--- config.mk ---
export PLATFORM = sky130hd
export DESIGN_NAME = rr_mux_arbiter
export DESIGN_NICKNAME = d
export VERILOG_FILES = /design/src/rtl/rr_mux_arbiter.sv
export SDC_FILE = /design/constraint.sdc
export NUM_CORES = 1
export LEC_CHECK = 0
export ABC_CLOCK_PERIOD_IN_PS = 11000
export BUFFER_PORTS_ARGS = -buffer_cell sky130_fd_sc_hd__buf_2
export CORE_ASPECT_RATIO = 1.75
export CORE_UTILIZATION = 60
export DETAILED_ROUTE_END_ITERATION = 10
export GPL_TIMING_DRIVEN = 0
export PLACE_DENSITY = 0.89
export SYNTH_ARGS = -nofsm -noshare
export SYNTH_HDL_FRONTEND = slang
export SYNTH_SLANG_ARGS = --single-unit
--- constraint.sdc ---
create_clock -name clk -period 11 [get_ports clk]
set_input_delay 1.1 -clock clk [delete_from_list [all_inputs] [get_ports clk]]
set_output_delay 1.1 -clock clk [all_outputs]
set_load 0.01 [all_outputs]
--- src/rtl/rr_mux_arbiter.sv ---
// Round-robin arbiter driving an M:1 one-bit mux; a grant lasts until its
// request drops or BURST cycles elapse, then passes through one idle cycle.
module rr_mux_arbiter #(
    parameter int unsigned N     = 3,
    parameter int unsigned M     = 8,
    parameter int unsigned BURST = 4
) (
    input  logic         clk,
    input  logic         rst,
    input  logic [M-1:0] req,
    input  logic [M-1:0] A,
    output logic [M-1:0] gnt,
    output logic [N-1:0] sel,
    output logic         Y,
    output logic         valid
);

    localparam int unsigned CW = (BURST > 1) ? $clog2(BURST) : 1;
    localparam logic [CW-1:0] CNT_LAST = CW'(BURST - 1);

    typedef enum logic {
        IDLE  = 1'b0,
        GRANT = 1'b1
    } state_t;

    state_t        state;
    logic [N-1:0]  ptr;
    logic [CW-1:0] cnt;
    logic          found;
    logic [N-1:0]  pick;
    logic [N-1:0]  idx;

    // First requester at or after ptr, wrapping modulo M.
    always_comb begin
        found = 1'b0;
        pick  = '0;
        idx   = '0;
        for (int unsigned i = 0; i < M; i++) begin
            idx = ptr + N'(i);
            if (!found && req[idx]) begin
                found = 1'b1;
                pick  = idx;
            end
        end
    end

    always_ff @(posedge clk or posedge rst) begin
        if (rst) begin
            state <= IDLE;
            gnt   <= '0;
            sel   <= '0;
            valid <= 1'b0;
            ptr   <= '0;
            cnt   <= '0;
        end else begin
            case (state)
                IDLE: begin
                    if (found) begin
                        state <= GRANT;
                        gnt   <= M'(1) << pick;
                        sel   <= pick;
                        valid <= 1'b1;
                        ptr   <= pick + N'(1);
                        cnt   <= '0;
                    end
                end
                GRANT: begin
                    cnt <= cnt + CW'(1);
                    // A simultaneous drop and burst expiry is still one release.
                    if (!req[sel] || (cnt == CNT_LAST)) begin
                        state <= IDLE;
                        gnt   <= '0;
                        valid <= 1'b0;
                    end
                end
                default: state <= IDLE;
            endcase
        end
    end

    // Data path is deliberately unregistered.
    assign Y = valid & A[sel];

endmodule

==> results.md, run 1 <==
* Max-cap violations at 0
* IO Pins at 31
* RSZ-0062 raised after global routing: no
* Crit-path cells: clkbuf_1, inv_1, ha_1, buf_6, mux4_2, a21oi_1, a32oi_1, o22a_2, or3_1, buf_2, o311a_1, o31ai_1, ha_1, ha_1, nand2_1, o21ai_0
* Syn_area_per_cell at 9.53 µm²
* Cells after synthesis at 195
* Tmin final at 4610 ps
* CTS tree: done
* CP max stage cell: mux4_2
* Reg2Reg Setup Slack at 6390 ps
* Clk sink count at 18
* Placed cells at 253
* Status: finished clean
* Fin cells at 257
* Via density at 6.78
* Core Region at 2930 µm²
* Wire per inst at 18.6 µm
* Clk_lat worst skew at 250 ps
* Die area at 3330 µm²
* Dpl hpwl at 3790 µm
* Critical Path Max Stage Delay at 600 ps
* DR DRC count at 0
* Total CTS buffers at 3
* Least-Margin Pin Slew at 698 ps
* Vias in the first global route at 1738
* Seq/Total Area, Yosys at 24.2%
* Fin. Hold Viols at 0
* Top cell by count, worst path: ha_1
* Die height at 75.6 µm
* All-Layer GR Usage at 32.8%
* Core Util, Final at 71.7%
* First-pass GRT wire length at 8060 µm
* Worst Hold Class: reg -> reg
* Vias at 1743
* Port-buffer cells at 30
* Startpoint types: flop
* Layout cells sized above 1 at 28.8%
* DRT iter0 DRCs at 83
* Antenna violations before repair at 0
* Post-CTS sizing at 0
* # Post-CTS Setup Buffers at 0
* WP data required at 11090 ps
* Clk Tree Root Cell: clkbuf_8
* Async SR Flop Fraction at 100%
* Layout area overhead at 12.9%
* Post-DRT Antenna Nets at 0
* H-tree depth at 1
* Slew Viols, Final at 0
* Final setup violation count at 0
* Hold Startpoint: valid
* Max clock buf depth at 2
* Yosys warning count at 0
* Nets at 256
* Main flop type after synthesis: dfrtp_1
* F_max at 217 MHz
* Final Routed Wirelength at 4780 µm
* FILL cells at 245
* Mapped Area at 1860 µm²
* Clock transition at the registers of the reported paths at 70 ps
* Worst R2R Start: ptr[1]
* Worst EP arrival at 4700 ps
* Slew Limit Headroom at 53.1%
* Clock skew at 3.93 ps
* FP Rows at 26
* Critical path class: reg -> reg
* CP endpoint kind: flop
* # diodes at 0
* Initial core utilization at 63.5%
* Post-synth EDFFs at 0
* GPL Wtd Cong at 0.894
* Chip Width at 44.1 µm
* Critical Path Source: ptr[1]
* Largest net degree at the start of global routing at 19
* Number of hold buffers added after CTS at 0
* Fin crit share at 41.9%
* Synth Register Bits at 18
* Total negative slack at 0 ps
* Synth cell types at 48
* Worst Path Max Fanout at 10
* DR pass1 iterations at 4
* Syn_nets at 221
* Global route total overflow at 0
==> cell type report <==
class	instances	area (µm²)	area share, %
inverter	13	48.8	2.33
tap	28	35.0	1.67
buffer	10	56.3	2.68
multi-input combinational	154	1300	62.1
clock buffer	4	55.1	2.62
timing repair buffer	30	150	7.16
sequential	18	450	21.5
==> critical path, delay by kind of cell (launching register included) <==
| kind | cells | cell delay [ps] |
|---|---|---|
| buf+inv | 4 | 890 |
| compound gates | 6 | 1200 |
| mux | 1 | 600 |
| flops | 1 | 400 |
| simple gates | 2 | 460 |
| fa+ha+maj | 3 | 890 |
==> cells in the mapped netlist, types with 4 or more instances <==
master / n / area, µm²
mux4_2: 13 / 293
mux2i_1: 14 / 140
mux2_2: 7 / 78.8
nor3_1: 4 / 20.0
a22o_1: 4 / 35.0
o21ai_1: 7 / 35.0
o21ai_0: 7 / 35.0
inv_1: 12 / 45.0
a21oi_1: 5 / 25.0
ha_1: 8 / 100
nor2_1: 10 / 37.5
dfrtp_1: 18 / 450
nand2_1: 24 / 90.1
==> path summary, 6_finish.rpt <==
path,to,depth (start not counted)
min,valid,2
max reg2reg,ptr[2],16
max,ptr[2],16
min reg2reg,valid,2
max in group asynchronous,gnt[7],2
min in group asynchronous,gnt[0],2
==> state kept, by name, summed over array words and instances, names as in the netlist <==
name   flops
gnt        8
cnt        2
valid      1
sel        3
ptr        3
state      1
==> cells in the final DEF, fill, tap and decap left out, drive strengths merged, types with 3 or more instances in the layout <==
| master | instances |
|---|---|
| nor4 | 3 |
| mux2 | 7 |
| mux4 | 13 |
| o21ai | 14 |
| dfrtp | 18 |
| ha | 8 |
| clkbuf | 7 |
| mux2i | 15 |
| a211o | 3 |
| o211ai | 3 |
| or3 | 3 |
| nor2 | 10 |
| o31ai | 4 |
| a21oi | 6 |
| nand2 | 24 |
| buf | 37 |
| nand3 | 3 |
| a22o | 4 |
| a32oi | 4 |
| nor3 | 4 |
| and2 | 3 |
| inv | 13 |
==> stage by stage <==
step | hold WS, ps | worst slack [ps] | area, µm²
global route | 514 | 6160 | 2100
finish | 490 | 6390 | 2100
CTS | 494 | 6430 | 2100
global placement | 469 | 6630 | 2040
floorplan | 454 | 6970 | 1860
detailed placement | 477 | 6500 | 2040
==> per-layer routing <==
metal  share of wire [%]  track usage, %
met1                  35            34.4
met2                  58            60.9
met3                 2.1            2.61
met4                 5.4            20.9
met5                   0               0
==> logic make-up (layout without fill, tap and decap cells) <==
logic type	count (synthesis)	after routing	synth area share (%)
adders and majority gates	8	8	5.39
buffers and inverters	23	57	5.66
and+or+nand+nor	55	55	13.5
DFF	18	18	24.2
muxes	35	35	28.8
AOI/OAI and AO/OA	54	54	21.5
xor gates and xnor gates	2	2	0.943
Power of run 1 is not shown: default switching activity piles up to over one toggle a cycle in this logic, so the estimate is an artifact.
==> run 2: changes to the inputs <==
==> config.mk (replaced) <==
export PLATFORM = sky130hd
export DESIGN_NAME = rr_mux_arbiter
export DESIGN_NICKNAME = d
export VERILOG_FILES = /design/src/rtl/rr_mux_arbiter.sv
export SDC_FILE = /design/constraint.sdc
export NUM_CORES = 1
export LEC_CHECK = 0
export ABC_AREA = 1
export ABC_CLOCK_PERIOD_IN_PS = 4070
export BUFFER_PORTS_ARGS = -buffer_cell sky130_fd_sc_hd__buf_2
export CORE_ASPECT_RATIO = 1.75
export CORE_UTILIZATION = 50
export DETAILED_ROUTE_END_ITERATION = 10
export GPL_TIMING_DRIVEN = 0
export PLACE_DENSITY = 0.81
export SYNTH_ARGS = -nofsm -noshare
export SYNTH_HDL_FRONTEND = slang
export SYNTH_SLANG_ARGS = --single-unit
==> constraint.sdc (replaced) <==
create_clock -name clk -period 4.07 [get_ports clk]
set_input_delay 0.407 -clock clk [delete_from_list [all_inputs] [get_ports clk]]
set_output_delay 0.407 -clock clk [all_outputs]
set_load 0.01 [all_outputs]
==> results.md, run 2 <==
* Antenna violations before repair at 0
* Clock skew at 4.69 ps
* Met1 WL at 1480 µm
* Fin cells at 316
* Slew Limit Headroom at 55.1%
* Seq/Total Area, Yosys at 26.8%
* Synth cell types at 30
* Commonest non-fill, non-tap cell in the layout: nand2_1
* Worst EP arrival at 3450 ps
* All-Layer GR Usage at 25.7%
* WP data required at 4220 ps
* CP endpoint kind: flop
* Met2 wire length at 2390 µm
* Placed cells at 313
* Total CTS buffers at 3
* Die height at 78.7 µm
* F_max at 302 MHz
* Slew Viols, Final at 0
* Vias at 1716
* Clk_lat worst skew at 260 ps
* Post-synth EDFFs at 0
* Post-Place Worst Slack at 794 ps
* H-tree depth at 1
* Worst Path Max Fanout at 8
* Chip Width at 45.9 µm
* # diodes at 0
* Reg area at 450 µm²
* Core Util, Final at 60.7%
* Port-buffer cells at 30
* Final WS setup at 764 ps
* Yosys warning count at 0
* Top post-synthesis cells by area: dfrtp_1 (27%), nand2_1 (15%), nand3_1 (9.2%)
* GPL Wtd Cong at 0.948
* Post-synth top cells: nand2_1 (67), nand3_1 (31), dfrtp_1 (18)
* Highest metal used: met4
* Clk Tree Root Cell: clkbuf_8
* Fin crit share at 81.2%
* FP Rows at 27
* Initial core utilization at 53.0%
* First-pass GRT wire length at 7030 µm
* Yosys top cell area share at 26.8%
* Fin. Hold Viols at 0
* DR pass1 iterations at 4
* DR DRC count at 0
* IO Pins at 31
* Via density at 5.43
* Core Region at 3180 µm²
* Dpl hpwl at 3450 µm
* Synth Register Bits at 18
* Multi-input combinational cell area at 1090 µm²
* Layout cells sized above 1 at 28.9%
* Least-Margin Pin Slew at 672 ps
* Tmin final at 3310 ps
* Clk sink count at 18
* # Post-CTS Setup Buffers at 0
* FILL cells at 328
* Yosys top cell by area: dfrtp_1
* DRT iter0 DRCs at 55
* Total negative slack at 0 ps
* Biggest regs: gnt x8, ptr x3, sel x3
* Status: finished clean
* Mapped Area at 1680 µm²
* Post-CTS sizing at 0
* Cells after synthesis at 240
* Critical path class: reg -> reg
* Largest net degree at the start of global routing at 19
* Final setup violation count at 0
* Die area at 3610 µm²
* Wire per inst at 12.9 µm
* Number of hold buffers added after CTS at 0
* Critical Path Max Stage Delay at 410 ps
* Worst Hold Class: in -> async
* Largest Register: gnt
* Max FFs per register at 8
* Post-DRT Antenna Nets at 0
* Count leader, synth: nand2_1
* Startpoint types: flop
* RSZ-0062 raised after global routing: no
* Global route total overflow at 0
* Layout area overhead at 14.6%
* Async SR Flop Fraction at 100%
* CP max stage cell: ha_1
* Vias in the first global route at 1670
* Crit-path cells: buf_6, clkinv_2, ha_1, inv_2, nand3_1, nand2_1, nor2_1, a31oi_1, nand3b_1, nand3_1, o21ai_1, nand2_1, ha_1, ha_1, nand2_1, o21ai_2
* Max clock buf depth at 2
* Nets at 301
* Syn_nets at 266
* Routed length on met3 at 85 µm
* Final Routed Wirelength at 4080 µm
* Most frequent cells in the layout: nand2_1 (67), nand3_1 (31), buf_2 (30)
* Max-cap violations at 0
* CTS tree: done
* Clock transition at the registers of the reported paths at 60 ps
* Main flop type after synthesis: dfrtp_1
* Syn_area_per_cell at 7.01 µm²
run 2: changes by cell type after synthesis, sizes merged, moves of 4 or more:
| cell | change |
|---|---|
| nand2 | +61 |
| nand3 | +38 |
| mux2i | -15 |
| mux4 | -13 |
| inv | +10 |
| nor2 | +9 |
| mux2 | -7 |
| nand4 | +5 |
| a22o | -4 |
| a32oi | -4 |
| o31ai | -4 |
run 2: cell families after synthesis:
logic type                 count (synthesis)  synth area share, %
and+or+nand+nor                          153                 46.5
xor gates and xnor gates                   4                 2.97
DFF                                       18                 26.8
buffers and inverters                     30                 8.55
AOI/OAI and AO/OA                         27                 9.29
adders and majority gates                  8                 5.95
run 2: worst max-delay path, delay by kind of cell (launching register included):
kind / cells / cell delay (ps)
fa+ha+maj: 3 / 930
compound gates: 3 / 620
flops: 1 / 360
buf+inv: 3 / 470
simple gates: 7 / 810
run 2: cell type report:
cell class,count,area share (%)
sequential,18,23.4
tap,43,2.79
clock buffer,3,2.14
inverter,25,4.93
multi-input combinational,192,56.5
timing repair buffer,30,7.79
buffer,5,2.53
run 2: per-stage QoR:
stage          hold slack, ps  instance area, µm²
2_1_floorplan             346                1680
4_1_cts                   261                1930
6_report                  238                1930
3_5_place_dp              461                1890
3_3_place_gp              457                1890
5_1_grt                   327                1930
run 2: final timing paths:
check | from | endpoint | slack, ps | cells after the start
hold reg to reg | gnt[7] | gnt[7] | 470 | 2
min in group clk | gnt[7] | gnt[7] | 470 | 2
setup / recovery | ptr[1] | ptr[2] | 760 | 16
setup reg to reg | ptr[1] | ptr[2] | 760 | 16
max in group asynchronous | rst | sel[1] | 3400 | 2
hold / removal | rst | gnt[6] | 240 | 2
run 2: routing by layer:
metal / vias to the layer above / global-route usage, %
met4: 0 / 11.5
met2: 40 / 48.3
met5: - / 0
met1: 807 / 26.8
met3: 13 / 1.59
li1: 856 / -
Power of run 2 is left out for the same reason.
==> run 3: changes to the inputs <==
==> config.mk (replaced) <==
export PLATFORM = sky130hd
export DESIGN_NAME = rr_mux_arbiter
export DESIGN_NICKNAME = d
export VERILOG_FILES = /design/src/rtl/rr_mux_arbiter.sv
export SDC_FILE = /design/constraint.sdc
export NUM_CORES = 1
export LEC_CHECK = 0
export ABC_AREA = 0
export ABC_CLOCK_PERIOD_IN_PS = 3200
export BUFFER_PORTS_ARGS = -buffer_cell sky130_fd_sc_hd__buf_2
export CORE_ASPECT_RATIO = 1.75
export CORE_UTILIZATION = 57
export DETAILED_ROUTE_END_ITERATION = 10
export GPL_TIMING_DRIVEN = 0
export PLACE_DENSITY = 0.86
export SYNTH_ARGS = -nofsm -noshare
export SYNTH_HDL_FRONTEND = slang
export SYNTH_SLANG_ARGS = --single-unit
==> constraint.sdc (replaced) <==
create_clock -name clk -period 3.2 [get_ports clk]
set_input_delay 0.32 -clock clk [delete_from_list [all_inputs] [get_ports clk]]
set_output_delay 0.32 -clock clk [all_outputs]
set_load 0.01 [all_outputs]
==> results.md, run 3 (synthesized netlist as in run 1, its figures left out) <==
* Antenna violations before repair at 0
* Die height at 77.5 µm
* CP endpoint kind: flop
* Worst EP arrival at 3890 ps
* Gr busiest metal: met2
* Routing usage on met3 at 4.42%
* Die area at 3500 µm²
* Final WS setup at -584 ps
* Global route total overflow at 0
* Clk Tree Root Cell: clkbuf_8
* Startpoint types: flop
* Post-DRT Antenna Nets at 0
* Clk sink count at 18
* Clock skew at 1.43 ps
* RSZ-0062 raised after global routing: yes
* Vias at 1924
* Post-Place Worst Slack at -1070 ps
* Nets at 275
* F_max at 264 MHz
* Fin crit share at 118%
* Vias in the first global route at 2074
* Final Routed Wirelength at 6070 µm
* DR pass1 iterations at 4
* Failing checks: setup timing
* Max clock buf depth at 2
* All-Layer GR Usage at 36.6%
* IO Pins at 31
* First-pass GRT wire length at 9600 µm
* CTS tree: done
* Met1 Usage GRT at 40.2%
* # diodes at 0
* Number of hold buffers added after CTS at 0
* Worst Path Max Fanout at 4
* Critical path class: reg -> reg
* Fin cells at 291
* Least-Margin Pin Slew at 679 ps
* Layout cells sized above 1 at 44.0%
* GPL Wtd Cong at 0.930
* H-tree depth at 1
* Initial core utilization at 59.1%
* Via density at 6.61
* Total CTS buffers at 3
* Most frequent cells in the layout: buf_2 (31), nand2_1 (23), dfrtp_1 (18)
* Core Region at 3140 µm²
* Chip Width at 45.2 µm
* WP data required at 3310 ps
* Biggest regs: gnt x8, ptr x3, sel x3
* Tmin final at 3780 ps
* Slew Limit Headroom at 54.7%
* Worst Hold Class: in -> async
* Max-cap violations at 0
* Largest net degree at the start of global routing at 19
* Fin. Hold Viols at 0
* DRT iter0 DRCs at 106
* Clock transition at the registers of the reported paths at 70 ps
* Placed cells at 268
* Final setup violation count at 14
* Clk_lat worst skew at 250 ps
* FP Rows at 27
* Status: finished, violations left
* Core Util, Final at 78.8%
* Worst r2r path cells at 15
* DR DRC count at 0
* Wire per inst at 20.9 µm
* Max FFs per register at 8
* Commonest non-fill, non-tap cell in the layout: buf_2
* Largest Register: gnt
* Dpl hpwl at 3830 µm
* Slew Viols, Final at 0
* Port-buffer cells at 30
* Met2 GRT Util at 64.3%
* Layout area overhead at 33.2%
==> run 3: changes by cell type in the layout (fill, tap and decap cells not counted), moves of 13 or more <==
cell	delta
nand2_1	-44
nand3_1	-28
buf_4	+17
mux2i_1	+14
nand2_2	-14
mux4_2	+13
==> run 3: per-stage QoR <==
step / instance area, µm² / setup TNS, ps / hold slack (ps)
final: 2470 / -5180 / 159
after CTS: 2390 / -3720 / 167
after global routing: 2470 / -6250 / 222
after global placement: 2150 / -10540 / 439
after detailed placement: 2150 / -11530 / 446
after floorplan: 1950 / -5120 / 259
==> run 3: worst max-delay path, stage by stage, from the launching register on <==
cell,delay [ps]
dfrtp_1,360
clkbuf_8,150
clkinvlp_4,110
ha_4,310
buf_12,100
mux4_2,580
mux2i_4,200
a32oi_2,80
o22a_2,300
or3_4,430
o311a_4,420
o31ai_4,80
ha_4,190
ha_4,200
nand2_2,40
o21ai_1,80
==> run 3: final timing paths <==
kind                               end    from  slack, ps
min in group clk                gnt[1]  gnt[1]        490
worst max register to register  ptr[2]  ptr[1]       -580
worst min-delay path            ptr[2]     rst        160
worst min register to register  gnt[1]  gnt[1]        490
max in group asynchronous        valid     rst       2610
worst max-delay path            ptr[2]  ptr[1]       -580
==> run 3: routing by layer <==
metal / up-vias / share of wire, %
met3: 46 / 4.2
li1: 853 / -
met4: 0 / 6.9
met2: 98 / 56
met1: 927 / 33
met5: - / 0
==> run 3: what timing repair did <==
item                       in CTS  in global routing
pin swaps                       7                 11
hold endpoints to repair        0                  0
setup endpoints to repair      16                 16
buffers inserted               18                  4
resized for setup              13                 14
==> run 3: area by class of cell <==
class	instances	area [µm²]
Tap cell	43	53.8
Buffer	9	85.1
Clock buffer	4	55.1
Multi-Input combinational cell	154	1460
Fill cell	196	667
Timing Repair Buffer	50	312
Sequential cell	18	450
Inverter	13	55.1
Power of run 3 is left out for the same reason.
